==> src/rtl/serial_arith_if.sv <==
// Digit timing, serial operand and result/status bus of the serial arithmetic unit.
interface serial_arith_if #(
  parameter int WORD_BITS = 35
);
  logic [WORD_BITS:0]   digit_pulse;
  logic [1:0]           op;
  logic                 a_in;
  logic                 b_in;
  logic                 clr_ovf;
  logic                 sum_out;
  logic [WORD_BITS-1:0] result_word;
  logic                 result_valid;
  logic                 ovf_pulse;
  logic                 ovf_flag;
  logic                 sync_err;

  modport master (
    output digit_pulse, op, a_in, b_in, clr_ovf,
    input  sum_out, result_word, result_valid, ovf_pulse, ovf_flag, sync_err
  );

  modport slave (
    input  digit_pulse, op, a_in, b_in, clr_ovf,
    output sum_out, result_word, result_valid, ovf_pulse, ovf_flag, sync_err
  );
endinterface

==> src/rtl/serial_arith_unit.sv <==
// Word-serial adder/subtractor locked to the 36-phase digit timing bus.
// Emits an LSB-first serial result, a parallel copy per word, and overflow/sync status.
module serial_arith_unit #(
  parameter int WORD_BITS = 35
) (
  input  logic          clk,
  input  logic          rst,
  serial_arith_if.slave bus
);

  localparam logic [5:0]           LAST_IDX = 6'(WORD_BITS - 1);
  localparam logic [1:0]           OP_PASS  = 2'b00;
  localparam logic [1:0]           OP_ADD   = 2'b01;
  localparam logic [1:0]           OP_SUB   = 2'b10;
  localparam logic [1:0]           OP_CLR   = 2'b11;
  localparam logic [WORD_BITS:0]   DP_ZERO  = {(WORD_BITS + 1){1'b0}};
  localparam logic [WORD_BITS:0]   DP_ONE   = {{WORD_BITS{1'b0}}, 1'b1};
  localparam logic [WORD_BITS-1:0] WORD_ZERO = {WORD_BITS{1'b0}};

  typedef enum logic [1:0] {
    ST_WAIT = 2'd0,
    ST_RUN  = 2'd1,
    ST_GAP  = 2'd2
  } state_t;

  function automatic logic is_onehot(input logic [WORD_BITS:0] v);
    return (v != DP_ZERO) && ((v & (v - DP_ONE)) == DP_ZERO);
  endfunction

  // Only meaningful for a one-hot input; OR-reduction of the set positions.
  function automatic logic [5:0] digit_index(input logic [WORD_BITS:0] v);
    logic [5:0] idx;
    idx = 6'd0;
    for (int k = 0; k <= WORD_BITS; k++) begin
      idx = idx | (v[k] ? 6'(k) : 6'd0);
    end
    return idx;
  endfunction

  state_t               state_r, state_nx_s;
  logic [5:0]           exp_r;
  logic [1:0]           op_r;
  logic                 carry_r;
  logic [WORD_BITS-1:0] shreg_r;
  logic                 sum_out_r;
  logic [WORD_BITS-1:0] result_word_r;
  logic                 result_valid_r;
  logic                 ovf_pulse_r;
  logic                 ovf_flag_r;
  logic                 sync_err_r;

  logic       onehot_s;
  logic [5:0] idx_s;
  logic       sync_fault_s;
  logic       first_s;
  logic       data_s;
  logic       last_s;
  logic [1:0] op_cur_s;
  logic       cin_s;
  logic       b_eff_s;
  logic       sum_s;
  logic       cout_s;
  logic       ovf_s;

  // Qualify the current digit against the one-hot rule and the expected sequence.
  always_comb begin
    onehot_s     = is_onehot(bus.digit_pulse);
    idx_s        = digit_index(bus.digit_pulse);
    sync_fault_s = 1'b0;
    case (state_r)
      ST_WAIT:        sync_fault_s = !onehot_s;
      ST_RUN, ST_GAP: sync_fault_s = !onehot_s || (idx_s != exp_r);
      default:        sync_fault_s = 1'b1;
    endcase
    first_s = !sync_fault_s && bus.digit_pulse[0];
    data_s  = first_s || (!sync_fault_s && (state_r == ST_RUN));
    last_s  = data_s && (idx_s == LAST_IDX);
  end

  // One bit slice of the adder; op and carry seed come from the bus on digit 0.
  always_comb begin
    op_cur_s = op_r;
    cin_s    = carry_r;
    if (first_s) begin
      op_cur_s = bus.op;
      cin_s    = (bus.op == OP_SUB);
    end else begin
      op_cur_s = op_r;
      cin_s    = carry_r;
    end
    b_eff_s = bus.b_in ^ (op_cur_s == OP_SUB);
    sum_s   = 1'b0;
    cout_s  = cin_s;
    ovf_s   = 1'b0;
    case (op_cur_s)
      OP_ADD, OP_SUB: begin
        sum_s  = bus.a_in ^ b_eff_s ^ cin_s;
        cout_s = (bus.a_in & b_eff_s) | (bus.a_in & cin_s) | (b_eff_s & cin_s);
        ovf_s  = last_s && (cin_s ^ cout_s);
      end
      OP_PASS: sum_s = bus.a_in;
      OP_CLR:  sum_s = 1'b0;
      default: sum_s = 1'b0;
    endcase
  end

  // Next-state logic; GAP covers digit 35 and waits there for the next digit 0.
  always_comb begin
    state_nx_s = state_r;
    if (sync_fault_s) begin
      state_nx_s = ST_WAIT;
    end else begin
      case (state_r)
        ST_WAIT: state_nx_s = first_s ? ST_RUN : ST_WAIT;
        ST_RUN:  state_nx_s = last_s ? ST_GAP : ST_RUN;
        ST_GAP:  state_nx_s = first_s ? ST_RUN : ST_GAP;
        default: state_nx_s = ST_WAIT;
      endcase
    end
  end

  // State register.
  always_ff @(posedge clk) begin
    if (rst) begin
      state_r <= ST_WAIT;
    end else begin
      state_r <= state_nx_s;
    end
  end

  // Datapath, result capture and status flags.
  always_ff @(posedge clk) begin
    if (rst) begin
      exp_r          <= 6'd0;
      op_r           <= OP_PASS;
      carry_r        <= 1'b0;
      shreg_r        <= WORD_ZERO;
      sum_out_r      <= 1'b0;
      result_word_r  <= WORD_ZERO;
      result_valid_r <= 1'b0;
      ovf_pulse_r    <= 1'b0;
      ovf_flag_r     <= 1'b0;
      sync_err_r     <= 1'b0;
    end else begin
      result_valid_r <= 1'b0;
      ovf_pulse_r    <= ovf_s;
      // A new overflow wins over a coincident clear.
      ovf_flag_r     <= (ovf_flag_r & ~bus.clr_ovf) | ovf_s;
      if (sync_fault_s) begin
        sync_err_r <= 1'b1;
        sum_out_r  <= 1'b0;
        shreg_r    <= WORD_ZERO;
        carry_r    <= 1'b0;
        exp_r      <= 6'd0;
      end else if (data_s) begin
        sum_out_r <= sum_s;
        shreg_r   <= {sum_s, shreg_r[WORD_BITS-1:1]};
        carry_r   <= cout_s;
        op_r      <= op_cur_s;
        exp_r     <= idx_s + 6'd1;
        if (last_s) begin
          result_word_r  <= {sum_s, shreg_r[WORD_BITS-1:1]};
          result_valid_r <= 1'b1;
        end else begin
          result_word_r  <= result_word_r;
        end
      end else begin
        sum_out_r <= 1'b0;
        exp_r     <= 6'd0;
      end
    end
  end

  assign bus.sum_out      = sum_out_r;
  assign bus.result_word  = result_word_r;
  assign bus.result_valid = result_valid_r;
  assign bus.ovf_pulse    = ovf_pulse_r;
  assign bus.ovf_flag     = ovf_flag_r;
  assign bus.sync_err     = sync_err_r;

endmodule

==> src/flat_wrapper.sv <==
// flat-port wrapper written by rule: the top's interface ports become plain ports
module serial_arith_unit_flat 
#(
  parameter int WORD_BITS = 35
)
  (clk, rst, bus_digit_pulse, bus_op, bus_a_in, bus_b_in, bus_clr_ovf, bus_sum_out, bus_result_word, bus_result_valid, bus_ovf_pulse, bus_ovf_flag, bus_sync_err);
  serial_arith_if #(.WORD_BITS(WORD_BITS)) bus_i ();
  input  logic clk;
  input  logic rst;
  input wire logic [$bits(bus_i.digit_pulse)-1:0] bus_digit_pulse;
  input wire logic [$bits(bus_i.op)-1:0] bus_op;
  input wire logic [$bits(bus_i.a_in)-1:0] bus_a_in;
  input wire logic [$bits(bus_i.b_in)-1:0] bus_b_in;
  input wire logic [$bits(bus_i.clr_ovf)-1:0] bus_clr_ovf;
  output wire logic [$bits(bus_i.sum_out)-1:0] bus_sum_out;
  output wire logic [$bits(bus_i.result_word)-1:0] bus_result_word;
  output wire logic [$bits(bus_i.result_valid)-1:0] bus_result_valid;
  output wire logic [$bits(bus_i.ovf_pulse)-1:0] bus_ovf_pulse;
  output wire logic [$bits(bus_i.ovf_flag)-1:0] bus_ovf_flag;
  output wire logic [$bits(bus_i.sync_err)-1:0] bus_sync_err;
  assign bus_i.digit_pulse = bus_digit_pulse;
  assign bus_i.op = bus_op;
  assign bus_i.a_in = bus_a_in;
  assign bus_i.b_in = bus_b_in;
  assign bus_i.clr_ovf = bus_clr_ovf;
  assign bus_sum_out = bus_i.sum_out;
  assign bus_result_word = bus_i.result_word;
  assign bus_result_valid = bus_i.result_valid;
  assign bus_ovf_pulse = bus_i.ovf_pulse;
  assign bus_ovf_flag = bus_i.ovf_flag;
  assign bus_sync_err = bus_i.sync_err;
  serial_arith_unit #(.WORD_BITS(WORD_BITS)) u_core (.clk(clk), .rst(rst), .bus(bus_i));
endmodule
==> config.mk <==
export PLATFORM = sky130hd
export DESIGN_NAME = serial_arith_unit_flat
export DESIGN_NICKNAME = d
export VERILOG_FILES = /design/src/rtl/serial_arith_if.sv /design/src/rtl/serial_arith_unit.sv /design/src/flat_wrapper.sv
export SDC_FILE = /design/constraint.sdc
export NUM_CORES = 1
export LEC_CHECK = 0
export CORE_ASPECT_RATIO = 2
export CORE_MARGIN = 2
export CORE_UTILIZATION = 35
export CTS_BUF_LIST = sky130_fd_sc_hd__clkbuf_4
export DETAILED_ROUTE_END_ITERATION = 7
export HOLD_SLACK_MARGIN = 0.03
export REMOVE_ABC_BUFFERS = 1
export SYNTH_ARGS = -nofsm -noshare
export SYNTH_HDL_FRONTEND = slang
export SYNTH_SLANG_ARGS = --single-unit
export TNS_END_PERCENT = 10
==> constraint.sdc <==
create_clock -name clk -period 5.6 [get_ports clk]
set_clock_uncertainty 0.1 [all_clocks]
set_input_delay 0.84 -clock clk [delete_from_list [all_inputs] [get_ports clk]]
set_output_delay 0.84 -clock clk [all_outputs]
set_load 0.01 [all_outputs]
Word level (Yosys, flattened, before mapping). Cells that the tools add are included.

Register bits after elaboration: 86. Output and inout bits: 40. Word-level logic and storage cells: 135.

Add/subtract/negate cells: 2. Equal/unequal tests: 8. Mux-type cells: 46. Bitwise operators: 49. Reductions and logical operators: 19.

Operators by type and width (number): OR 6 bit (34); two-way mux 5 bit (16); AND 36 bit (1); zero test 36 bit (1); nonzero test 36 bit (1); subtractor 36 x 1 -> 36 bit, second input constant (1); two-way mux 4 bit (8); two-way mux 6 bit (4); two-way mux 3 bit (4); two-way mux 2 bit (5); == test 2 bit, second input constant (4); adder 6 x 1 -> 6 bit, second input constant (1); == test 6 bit, second input constant (1); two-way mux 1 bit (6); inequality test 6 bit (1); one-hot mux 2 bit (3 select lines) (1); OR reduction 2 bit (3); logical AND 1 bit (5); AND 1 bit (4); == test 2 x 1 -> 1 bit, second input constant (2); zero test 2 bit (2); bitwise XOR 1 bit (4); inverter 1 bit (3); OR 1 bit (3); 7 further kinds (9).

Logic depth before layout (Yosys ltp).
Depth after elaboration: 50. Depth in mapped cells: 17.

Least setup slack after synthesis. Ideal clock, no wire load.

Path type: input-to-reg. From: in bus_digit_pulse[0]. To: reg u_core.shreg_r[34]. Library setup time: 137 ps. Arrival time: 4894 ps. Slack: 469 ps. Cell stages on the path: 17. Path buffers: 2. Cells stage by stage: or4_1 -> buf_2 -> or4_4 -> buf_6 -> o41ai_1 -> nor4bb_1 -> nand3_1 -> o31a_1 -> nor3_2 -> mux2i_1 -> inv_1 -> ha_1 -> xnor2_1 -> fa_1 -> nor2_1 -> a31oi_1 -> a211oi_1.

Longest elaborated chain between the ends: 15. Elaborated cells between the ends (all ways): 24. Classes of those cells: 1 x add/sub; 3 x eq/ne; 4 x mux; 4 x bitwise; 12 x reduce/logical.

RTL lines: start: declaration (line flat_wrapper.sv:10) `input wire logic [$bits(bus_i.digit_pulse)-1:0] bus_digit_pulse;`; subtractor 36 x 1 -> 36 bit (line serial_arith_unit.sv:27) `return (v != DP_ZERO) && ((v & (v - DP_ONE)) == DP_ZERO);`; AND 36 bit (line serial_arith_unit.sv:27); zero test 36 bit (line serial_arith_unit.sv:27); logical AND 1 bit (line serial_arith_unit.sv:27); zero test 1 bit (line serial_arith_unit.sv:71, serial_arith_unit.sv:72); logical OR 1 bit (line serial_arith_unit.sv:72) `ST_RUN, ST_GAP: sync_fault_s = !onehot_s || (idx_s != exp_r);`; one-hot mux 1 bit (2 select lines) (line serial_arith_unit.sv:70) `case (state_r)`; zero test 1 bit (line serial_arith_unit.sv:75) `first_s = !sync_fault_s && bus.digit_pulse[0];`; logical AND 1 bit (*) (line serial_arith_unit.sv:75); two-way mux 2 bit (*) (line serial_arith_unit.sv:84) `if (first_s) begin`; via u_core.op_cur_s[1] (line serial_arith_unit.sv:58) `logic [1:0] op_cur_s;`; == test 2 bit (line serial_arith_unit.sv:91, serial_arith_unit.sv:95); bitwise XOR 1 bit (line serial_arith_unit.sv:91) `b_eff_s = bus.b_in ^ (op_cur_s == OP_SUB);`; bitwise XOR 1 bit (2 in a row) (line serial_arith_unit.sv:97) `sum_s = bus.a_in ^ b_eff_s ^ cin_s;`; one-hot mux 1 bit (3 select lines) (*) (line serial_arith_unit.sv:95) `case (op_cur_s)`; end signal: assignment (line serial_arith_unit.sv:157) `shreg_r <= {sum_s, shreg_r[WORD_BITS-1:1]};`; end: declaration (line serial_arith_unit.sv:44) `logic [WORD_BITS-1:0] shreg_r;`.

The timed path passes the listed nets; every way through them passes the cells marked *. A chain may end at the register's enable or synchronous reset.

Final worst setup path.
From: in bus_digit_pulse[11]. To: reg u_core.result_word_r[34] (netlist: u_core.bus.result_word[34]).

Longest elaborated chain between the ends: 37. Elaborated cells between the ends (all ways): 54. Classes of those cells: 1 x add/sub; 5 x eq/ne; 5 x mux; 30 x bitwise; 13 x reduce/logical.

RTL lines: two-way mux 4 bit (line serial_arith_unit.sv:35) `idx = idx | (v[k] ? 6'(k) : 6'd0);`; OR 6 bit (25 in a row) (line serial_arith_unit.sv:35); inequality test 6 bit (line serial_arith_unit.sv:72); logical OR 1 bit (line serial_arith_unit.sv:72); one-hot mux 1 bit (2 select lines) (*) (line serial_arith_unit.sv:70); zero test 1 bit (*) (line serial_arith_unit.sv:75); logical AND 1 bit (*) (line serial_arith_unit.sv:75); two-way mux 2 bit (*) (line serial_arith_unit.sv:84); via u_core.op_cur_s[1] (line serial_arith_unit.sv:58); == test 2 bit (line serial_arith_unit.sv:91, serial_arith_unit.sv:95); bitwise XOR 1 bit (line serial_arith_unit.sv:91); bitwise XOR 1 bit (2 in a row) (line serial_arith_unit.sv:97); one-hot mux 1 bit (3 select lines) (*) (line serial_arith_unit.sv:95); end signal: assignment (line serial_arith_unit.sv:162) `result_word_r <= {sum_s, shreg_r[WORD_BITS-1:1]};`; end signal: assignment (line serial_arith_unit.sv:165) `result_word_r <= result_word_r;`; end: declaration (line serial_arith_unit.sv:46) `logic [WORD_BITS-1:0] result_word_r;`.

Marks and branches as above.

==> impl_results.rst <==
.. list-table::
   :header-rows: 1

   * - Metric
     - Value
   * - Drt first pass iters
     - 4
   * - Core Box Area
     - 11600 um^2
   * - Slew at the pin with the worst max-slew slack
     - 0.737 ns
   * - Number of remaining DRC errors
     - 0
   * - Utilization after layout
     - 47.8%
   * - Ports
     - just over 80
   * - Final weighted congestion of routability-driven global placement
     - approximately 0.97
   * - TritonCTS clock tree
     - yes
   * - Number of different library cells in the post-synthesis netlist
     - 53
   * - Hold violation count in the final report
     - 0
   * - Cell class contributing the biggest share of worst-path delay
     - simple AND/OR/NAND/NOR gates
   * - Area taken by multi-input logic gates
     - 2280 um^2
   * - Vert. Die Dim
     - 158 um
   * - Number of enable-type register cells in the synthesized netlist
     - 0
   * - Wire length of the first global-routing pass
     - a little under 20000 um
   * - Post-synthesis register bit count
     - 85
   * - DRT Wirelength
     - 12100 um
   * - # fillers
     - 1184
   * - CTS hold repair buffers
     - 0
   * - Delay of the slowest cell on the worst path
     - a little over 0.6 ns
   * - Initial Util
     - 35.5%
   * - Number of clock buffers inserted by TritonCTS
     - 9
   * - Buffer and inverter count on the worst path
     - 2
   * - Worst slew margin
     - roughly half
   * - Number of max-cap violations
     - 0
   * - Net count reported at finish
     - about 640
   * - Maximum clock frequency
     - 0.186 GHz
   * - WL per Instance
     - 16.4 um
   * - Max Root-Sink Buffers
     - 2
   * - RSZ-0062 raised after global routing
     - false
   * - Critical Path End Type
     - flip-flop
   * - Placed insts
     - ~720
   * - Yosys warning count
     - 0
   * - Summed negative setup slack over all endpoints
     - 0 ns
   * - Overflow left after global routing
     - 0
   * - Detail-routed via count per cell
     - 5.20
   * - Crit path DAT
     - 5.62 ns
   * - Area occupied by registers
     - 1700 um^2
   * - Class of the tightest hold or removal check
     - flip-flop to flip-flop
   * - Sort of element at the start of the critical path
     - primary input
   * - Port Buffer Count
     - 82
   * - Post-Syn Area per Cell
     - between 8 and 9 um^2
   * - Register-to-Register Setup Slack
     - 2.23 ns
   * - Number of antenna violations at the first check in global routing
     - 1
   * - Buffer type at the clock tree root
     - clkbuf_4
   * - Fin Hold WS
     - around 0.37 ns
   * - Share of the yosys chip area belonging to registers
     - 41.2%
   * - Worst-path fanout max
     - 8
   * - Primary flip-flop cell chosen by synthesis mapping
     - dfxtp_1
   * - Fraction of layout cells with a size suffix above 1
     - 18.9%
   * - Via total after detailed routing
     - 3843
   * - Post-CTS Setup Repair Bufs
     - 0
   * - Run status
     - complete, no violations
   * - Placement row count
     - 56
   * - Number of standard cells after synthesis
     - approximately 470
   * - Die X
     - 80.8 um
   * - Clock slew seen by the registers of the worst setup and hold paths
     - between 0.1 and 0.15 ns
   * - Required time at the endpoint of the critical path
     - 5.85 ns
   * - First DRT Iteration DRCs
     - 150
   * - # setup viols final
     - 0
   * - Critical path class
     - primary input to flip-flop
   * - Post-route minimum period
     - 5.37 ns
   * - Critical Path, Cell by Cell
     - clkdlybuf4s50_1 -> or4_1 -> or4_4 -> o41ai_2 -> and4_4 -> nand4_1 -> o31a_1 -> nor3_2 -> mux2i_1 -> inv_1 -> ha_1 -> xnor2_1 -> fa_1 -> nor2_1 -> a31oi_2 -> a211oi_1
   * - # H-tree levels
     - 3
   * - Pwr Total
     - 1140 uW
   * - Worst skew pair latency
     - around 0.43 ns
   * - Clock tree sinks
     - 85
   * - Worst vdd ir
     - 191 uV
   * - Leak pwr
     - 0.00208 uW
   * - Synthesis-to-layout area growth
     - 34.6%
   * - Period utilization
     - 95.9%
   * - Detail Placement HPWL
     - 8880 um
   * - Largest net degree at the start of global routing
     - 40
   * - Non-filler instance count after layout
     - 739
   * - Total power divided by cell area
     - slightly above 200 nW/um^2
   * - Global-route total usage across every layer
     - 20.0%
   * - Cell with the largest stage delay on the worst path
     - or4_4
   * - Via count of the first global-routing pass
     - 3975
   * - Synthesized cell area
     - 4130 um^2
   * - Detail Route Antenna Nets
     - 0
   * - Share of synthesized flip-flops with an asynchronous set or reset
     - 0%
   * - Die area
     - ~13000 um^2
   * - Count of pins over their slew limit
     - 0
registers in the layout (all words and copies together) (netlist names):
register and cells:
u_core.exp_r 6, u_core.bus.result_word 35, u_core.carry_r 1, u_core.op_r 2
u_core.state_r 2, u_core.bus.ovf_flag 1, u_core.bus.result_valid 1, u_core.bus.sync_err 1
u_core.bus.sum_out 1, u_core.shreg_r 34, u_core.bus.ovf_pulse 1
what timing repair did:
item | CTS | global route
gates resized for setup | 0 | 5
setup endpoints to repair | 0 | 4
endpoints found under the hold margin | 0 | 0
path summary, 6_finish.rpt:
| kind | start | to | depth (start not counted) |
|---|---|---|---|
| max reg2reg | u_core.state_r[0] | u_core.bus.result_word[34] | 13 |
| min reg2reg | u_core.bus.sync_err | u_core.bus.sync_err | 2 |
| min | u_core.bus.sync_err | u_core.bus.sync_err | 2 |
| max | bus_digit_pulse[11] | u_core.bus.result_word[34] | 16 |
worst min-delay path, stage by stage (launching register included):
cell	delay [ns]
dfxtp_1	0.34
inv_1	0.05
a21oi_1	0.05
metrics by stage:
stage / worst slack (ns) / cell area, um^2
3_5_place_dp: -0.444 / 5350
2_1_floorplan: 0.419 / 4010
4_1_cts: 0.00781 / 5530
6_report: 0.231 / 5560
5_1_grt: 0.00535 / 5560
3_3_place_gp: -0.358 / 5350
power breakdown:
| part | internal [uW] | leakage, uW | total (uW) | switching, uW |
|---|---|---|---|---|
| clock | 234 | 0.0000932 | 436 | 202 |
| sequential | 605 | 0.000685 | 605 | 0.240 |
| combinational | 50.8 | 0.00130 | 103 | 52.5 |
cells in the final DEF, fill, tap and decap left out, drive strengths merged, types with 3 or more instances in the layout:
cell,count
o211ai,4
or4,7
buf,45
o32ai,3
o41ai,6
nor3,9
a21oi,36
nand2,79
o31ai,6
or3,8
or2,8
clkbuf,11
a211oi,6
nor4,11
mux2i,37
o21ai,9
nand3,13
inv,14
xor2,5
xnor2,4
nand2b,3
bufinv,3
ha,8
nor2,65
clkdlybuf4s50,82
dfxtp,85
cells by family after synthesis:
kind of cell,share of synthesized area (%)
AO/OA/AOI/OAI,16.0
XOR/XNOR,1.91
adder cells (fa/ha/maj),3.15
buffers and inverters,4.21
flip-flops,41.2
multiplexers,8.97
AND/OR/NAND/NOR,24.5
routing by layer:
| layer | GRT usage (%) | vias up | share of wire [%] | wire (um) |
|---|---|---|---|---|
| li1 | - | 1895 | - | - |
| met1 | 20.1 | 1808 | 37 | 4510 |
| met2 | 37.0 | 112 | 53 | 6440 |
| met3 | 3.82 | 28 | 5.1 | 617 |
| met4 | 11.5 | 0 | 4.5 | 544 |
| met5 | 0 | - | 0 | 0 |
area by class of cell:
class	instances	share of cell area, %
flip-flops and latches	85	30.6
clock buffers	11	1.49
well taps	145	3.27
multi-input cells	352	41.0
clock inverters	4	1.76
inverters	14	0.946
repair buffers	127	20.9
diodes	1	0.0450
cells in the mapped netlist (5+ instances only):
| cell | number | area [um^2] |
|---|---|---|
| mux2i_1 | 37 | 370 |
| clkbuf_1 | 15 | 56.3 |
| or3_1 | 8 | 50.1 |
| nor4_1 | 11 | 68.8 |
| dfxtp_1 | 85 | 1700 |
| or4_1 | 6 | 45.0 |
| a21oi_2 | 30 | 263 |
| xor2_1 | 5 | 43.8 |
| nand3_1 | 12 | 60.1 |
| or2_2 | 8 | 50.1 |
| nand2_1 | 78 | 293 |
| nor2_1 | 65 | 244 |
| o41ai_1 | 6 | 52.6 |
| a21oi_1 | 6 | 30.0 |
| o31ai_1 | 6 | 45.0 |
| nor3_1 | 7 | 35.0 |
| o21ai_0 | 8 | 40.0 |
| inv_1 | 14 | 52.6 |
| ha_1 | 8 | 100 |
| a211oi_1 | 6 | 45.0 |
(Power assumes the default switching activity.)
